## src/rtl/alu_seq_pkg.sv

```systemverilog
// Shared types and constants for the ALU command sequencer: FSM states,
// response-flag bit positions and the ALU select unit field encodings.
package alu_seq_pkg;

  typedef enum logic [1:0] {
    ST_IDLE    = 2'd0,
    ST_ISSUE   = 2'd1,
    ST_CAPTURE = 2'd2,
    ST_RESPOND = 2'd3
  } seq_state_t;

  localparam int FLG_ZERO = 0;
  localparam int FLG_OVF  = 1;
  localparam int FLG_COUT = 2;

  // Unit field carried in SEL[3:2]
  localparam logic [1:0] UNIT_ARITH = 2'b00;
  localparam logic [1:0] UNIT_LOGIC = 2'b01;
  localparam logic [1:0] UNIT_SHIFT = 2'b10;
  localparam logic [1:0] UNIT_CMP   = 2'b11;

  function automatic logic [1:0] sel_unit(input logic [3:0] sel);
    return sel[3:2];
  endfunction

endpackage

```

## src/rtl/alu_cmd_fifo.sv

```systemverilog
// Command FIFO holding packed {SEL, B, A} entries; pushes are refused when
// full and pops when empty, regardless of the other side's activity.
module alu_cmd_fifo #(
  parameter int WIDTH = 8,
  parameter int DEPTH = 4
) (
  input  logic                 clk,
  input  logic                 rst,
  input  logic                 push,
  input  logic [2*WIDTH+3:0]   push_data,
  input  logic                 pop,
  output logic [2*WIDTH+3:0]   pop_data,
  output logic                 full,
  output logic                 empty
);

  localparam int PTR_W = $clog2(DEPTH);
  localparam int CNT_W = PTR_W + 1;
  localparam logic [CNT_W-1:0] FULL_CNT = CNT_W'(DEPTH);

  logic [2*WIDTH+3:0] mem [DEPTH];
  logic [PTR_W-1:0]   wr_ptr;
  logic [PTR_W-1:0]   rd_ptr;
  logic [CNT_W-1:0]   count;
  logic               push_ok;
  logic               pop_ok;

  assign full     = (count == FULL_CNT);
  assign empty    = (count == '0);
  assign push_ok  = push && !full;
  assign pop_ok   = pop && !empty;
  assign pop_data = mem[rd_ptr];

  // Pointers wrap naturally since DEPTH is a power of two
  always_ff @(posedge clk or posedge rst) begin
    if (rst) begin
      wr_ptr <= '0;
      rd_ptr <= '0;
      count  <= '0;
    end else begin
      if (push_ok) wr_ptr <= wr_ptr + PTR_W'(1);
      if (pop_ok)  rd_ptr <= rd_ptr + PTR_W'(1);
      case ({push_ok, pop_ok})
        2'b10:   count <= count + CNT_W'(1);
        2'b01:   count <= count - CNT_W'(1);
        default: count <= count;
      endcase
    end
  end

  always_ff @(posedge clk) begin
    if (push_ok) mem[wr_ptr] <= push_data;
  end

endmodule

```

## src/rtl/alu_cmd_sequencer.sv

```systemverilog
// Buffers ALU commands, issues them one at a time and returns result plus
// operand-cycle flags in order. Optional sticky overflow: ALU_SEQ_STICKY_EN.
module alu_cmd_sequencer
  import alu_seq_pkg::*;
#(
  parameter int WIDTH = 8,
  parameter int DEPTH = 4
) (
  input  logic             CLK,
  input  logic             RST,
  input  logic             CMD_VALID,
  output logic             CMD_READY,
  input  logic [WIDTH-1:0] CMD_A,
  input  logic [WIDTH-1:0] CMD_B,
  input  logic [3:0]       CMD_SEL,
  output logic [WIDTH-1:0] ALU_A,
  output logic [WIDTH-1:0] ALU_B,
  output logic [3:0]       ALU_SEL,
  input  logic [WIDTH-1:0] ALU_C,
  input  logic             ALU_ZERO,
  input  logic             ALU_OVF,
  input  logic             ALU_COUT,
  output logic             RSP_VALID,
  input  logic             RSP_READY,
  output logic [WIDTH-1:0] RSP_DATA,
  output logic [2:0]       RSP_FLAGS,
  output logic             BUSY
`ifdef ALU_SEQ_STICKY_EN
  ,
  output logic             STICKY_OVF,
  input  logic             STICKY_CLR
`endif
);

  seq_state_t         state;
  logic               ready_en;
  logic               fifo_full;
  logic               fifo_empty;
  logic               fifo_pop;
  logic               cmd_push;
  logic [2*WIDTH+3:0] fifo_head;
  logic [2:0]         flag_reg;

  // Held low through reset so the producer sees ready only after release
  always_ff @(posedge CLK or posedge RST) begin
    if (RST) ready_en <= 1'b0;
    else     ready_en <= 1'b1;
  end

  assign CMD_READY = ready_en && !fifo_full;
  assign cmd_push  = CMD_VALID && CMD_READY;
  assign fifo_pop  = !fifo_empty &&
                     ((state == ST_IDLE) || ((state == ST_RESPOND) && RSP_READY));
  assign BUSY      = (state != ST_IDLE) || !fifo_empty;

  alu_cmd_fifo #(.WIDTH(WIDTH), .DEPTH(DEPTH)) u_fifo (
    .clk       (CLK),
    .rst       (RST),
    .push      (cmd_push),
    .push_data ({CMD_SEL, CMD_B, CMD_A}),
    .pop       (fifo_pop),
    .pop_data  (fifo_head),
    .full      (fifo_full),
    .empty     (fifo_empty)
  );

  // Flags are sampled while operands sit at the ALU; C lands one edge later
  always_ff @(posedge CLK or posedge RST) begin
    if (RST) begin
      state     <= ST_IDLE;
      ALU_A     <= '0;
      ALU_B     <= '0;
      ALU_SEL   <= '0;
      flag_reg  <= '0;
      RSP_VALID <= 1'b0;
      RSP_DATA  <= '0;
      RSP_FLAGS <= '0;
    end else begin
      case (state)
        ST_IDLE: begin
          if (fifo_pop) begin
            {ALU_SEL, ALU_B, ALU_A} <= fifo_head;
            state <= ST_ISSUE;
          end
        end
        ST_ISSUE: begin
          flag_reg[FLG_ZERO] <= ALU_ZERO;
          flag_reg[FLG_OVF]  <= ALU_OVF;
          flag_reg[FLG_COUT] <= ALU_COUT;
          state <= ST_CAPTURE;
        end
        ST_CAPTURE: begin
          RSP_DATA  <= ALU_C;
          RSP_FLAGS <= flag_reg;
          RSP_VALID <= 1'b1;
          state     <= ST_RESPOND;
        end
        ST_RESPOND: begin
          if (RSP_READY) begin
            RSP_VALID <= 1'b0;
            if (fifo_pop) begin
              {ALU_SEL, ALU_B, ALU_A} <= fifo_head;
              state <= ST_ISSUE;
            end else begin
              state <= ST_IDLE;
            end
          end
        end
        default: state <= ST_IDLE;
      endcase
    end
  end

`ifdef ALU_SEQ_STICKY_EN
  // A new overflow capture takes priority over a concurrent clear
  always_ff @(posedge CLK or posedge RST) begin
    if (RST)                                          STICKY_OVF <= 1'b0;
    else if ((state == ST_CAPTURE) && flag_reg[FLG_OVF]) STICKY_OVF <= 1'b1;
    else if (STICKY_CLR)                              STICKY_OVF <= 1'b0;
  end
`endif

endmodule
```

## config.mk

```make
export PLATFORM = sky130hd
export DESIGN_NAME = alu_cmd_sequencer
export DESIGN_NICKNAME = d
export VERILOG_FILES = /design/src/rtl/alu_seq_pkg.sv /design/src/rtl/alu_cmd_fifo.sv /design/src/rtl/alu_cmd_sequencer.sv
export SDC_FILE = /design/constraint.sdc
export NUM_CORES = 1
export LEC_CHECK = 0
export CAP_MARGIN = 20
export CORE_UTILIZATION = 50
export DETAILED_ROUTE_END_ITERATION = 10
export PLACE_DENSITY = 0.79
export SLEW_MARGIN = 30
export SYNTH_ARGS = -nofsm -noshare
export SYNTH_HDL_FRONTEND = slang
export SYNTH_SLANG_ARGS = --single-unit
```

## constraint.sdc

```tcl
create_clock -name CLK -period 5.5 [get_ports CLK]
set_clock_uncertainty 0.1 [all_clocks]
set_input_delay 1.65 -clock CLK [delete_from_list [all_inputs] [get_ports CLK]]
set_output_delay 1.65 -clock CLK [all_outputs]
set_load 0.03 [all_outputs]
```

==> flow_metrics.tcl <==
set metrics [dict create \
    worstSetupPathType "flip-flop to output pin" \
    setup_viol 0 \
    holdWs_ns 0.4016 \
    multiInputGateArea_um2 1315 \
    stdcell_area_um2 6301 \
    antenna_left 0 \
    p_per_area_nw_per_um2 613.7 \
    path_max_fanout 5 \
    cap_violations 0 \
    dpl-instance-area_um2 5733 \
    finalWeightedCongestion 0.7173 \
    cts_sinks 125 \
    tightest_slew_ns 0.9076 \
    fin_crit_ns 3.792 \
    clk_pin_slew_ns 0.06 \
    viasPerCell 5.213 \
    p_total_mw 3.867 \
    ys_ff_latch 125 \
    grt_pass1_vias 2527 \
    die_w_um 101.2 \
    nets 368 \
    grt_usage_pct 18.06 \
    synthToLayoutAreaGrowth_pct 27.95 \
    clk_latency_ns 0.51 \
    arrival_ns 2.04 \
    overflow 0 \
    cts-resized-gates 0 \
    slew_viol_final 0 \
    crit_path_cell_trace "inv_1 -> ha_1 -> nand2_1 -> clkdlybuf4s50_1" \
    layout_commonest_cell "edfxtp_1" \
    fillers 641 \
    rr_worst_depth 10 \
    worstReg2RegStart "state[0]" \
    core-area_um2 9371 \
    hold_violations 0 \
    antenna_cells 0 \
    final_cell_mix "80 x edfxtp_1, 68 x clkdlybuf4s50_1, 44 x dfrtp_1" \
    critPathMaxStageDelay_ns 0.67 \
    synth_fp_nets 287 \
    drive_gt1_share_pct 27.76 \
    ir_drop_v 0.0003331 \
    cp-end-kind "output pin" \
    netlist_instances 241 \
    path_buf_inv 2 \
    cts-htree-levels 4 \
    syn_avg_cell_area_um2 20.43 \
    routed_wl_um 8147 \
    drc 0 \
    r2r_slack_ns 3.19 \
    cts_buffers 17 \
    ios 69 \
    critPathSlowestCell "clkdlybuf4s50_1" \
    post-dp-hpwl_um 4921 \
    dieArea_um2 10250 \
    status "completed" \
    rsz0062_at_grt "false" \
    cts_setup_buffers 0 \
    max-slew-margin-rel_pct 39.35 \
    cts_buffer_depth 2 \
    hold_path.class "flip-flop to flip-flop" \
    max_freq_mhz 263.7 \
    initial_utilization_pct 52.55 \
    tns_ns 0 \
    cts_root_buffer "clkbuf_8" \
    largest_reg_flops 80 \
    grt_max_degree 46 \
    synth_area_um2 4925 \
    startpoint_type "flip-flop" \
    crit_family "buffers and inverters" \
    regMostFlops "u_fifo.mem" \
    cts_tree "done" \
    grt_pass1_wl_um 13100 \
    placement.io_buffers 68 \
    yosysSeqAreaShare_pct 71.65 \
    ys_warn_count 0 \
    crit_start "state[0]" \
    cp.required_ns 3.75 \
    antenna_found_initial 0 \
    drtIter0Drc 94 \
    r2r_end "u_fifo.count[2]" \
    vias 2419 \
    crit_cells 4 \
    p_leak_nw 2.361 \
    die_y_um 101.2 \
    timing.final.crit_share_pct 68.95 \
    ctsHoldBuffers 0 \
    rows 35 \
    dr.pass1.iters 4 \
    wl_per_cell_um 17.56 \
    regArea_um2 3530 \
    synth_cell_types 29 \
    critPathCapture "BUSY" \
]
-- how the worst min path moves through the flow --
stage | to | start | slack [ns] | depth (start not counted)
finish | RSP_FLAGS[1] | flag_reg[1] | 0.40 | 1
global route | RSP_FLAGS[1] | flag_reg[1] | 0.41 | 1
CTS | flag_reg[2] | flag_reg[2] | 0.40 | 1
detailed placement | ALU_B[3] | ALU_B[3] | 0.39 | 1
global placement | RSP_FLAGS[0] | flag_reg[0] | 0.38 | 1
floorplan | flag_reg[0] | flag_reg[0] | 0.37 | 1
-- per-stage QoR --
stage                     util [%]  setup slack (ns)  cells
after floorplan                  -             2.497    241
after global placement       61.13             1.713    432
after detailed placement     61.17             1.705    432
after CTS                    67.20             1.670    464
after global routing         67.24             1.598    464
final                        67.24             1.708    464
-- where the power goes --
group	total [mW]	internal [mW]	switching, mW	leakage [nW]
registers	1.40	1.25	0.148	1.25
logic	1.42	0.743	0.677	0.837
clock network	1.05	0.647	0.402	0.273
-- kinds of logic after synthesis --
| group | count (synthesis) | share of synthesized area, % |
|---|---|---|
| compound gates | 9 | 1.296 |
| simple gates | 13 | 1.600 |
| flops | 125 | 71.65 |
| other cells | 1 | 0.07615 |
| mux | 58 | 19.46 |
| fa+ha+maj | 11 | 2.947 |
| xor+xnor | 6 | 1.067 |
| buf+inv | 18 | 1.905 |
-- synth_stat cells (all sizes together) --
master / n / area, um^2
nor3b: 1 / 7.510
nand2: 1 / 3.750
dfrtp: 45 / 1126
a2bb2oi: 1 / 8.760
o31a: 2 / 17.52
clkbuf: 2 / 7.510
mux4: 20 / 457.9
ha: 10 / 125.1
a21oi: 4 / 20.02
inv: 11 / 41.29
xor2: 3 / 26.28
nor2: 4 / 15.01
a211oi: 1 / 7.510
nor3: 2 / 21.27
xnor2: 3 / 26.28
mux2: 36 / 480.5
nor2b: 1 / 6.260
edfxtp: 80 / 2402
mux2i: 2 / 20.02
buf: 5 / 45.04
fa: 1 / 20.02
conb: 1 / 3.750
o311a: 1 / 10.01
and2: 4 / 25.02
-- worst register-to-register path: stages (launching register included) --
cell     delay [ns]
dfrtp_1        0.41
inv_1          0.15
ha_1           0.27
a21oi_1        0.10
nor2_1         0.19
ha_1           0.21
inv_1          0.06
fa_1           0.37
xor2_1         0.15
nor2_1         0.11
xnor2_1        0.13
-- per-layer routing --
metal	wire length [um]	global-route usage, %	part of all wire, %	vias up
met2	3998	28.78	49	82
met4	70	7.023	0.86	0
li1	-	-	-	1086
met5	0	0	0	-
met1	3623	22.85	44	1242
met3	455	6.487	5.6	9
-- cell type report --
type	instances	area share, %
multi-input cells	98	20.87
clock buffers	19	6.692
flip-flops and latches	125	56.02
clock inverters	13	2.264
well taps	129	2.562
repair buffers	69	10.92
inverters	11	0.6751
(Power assumes the default switching activity.)
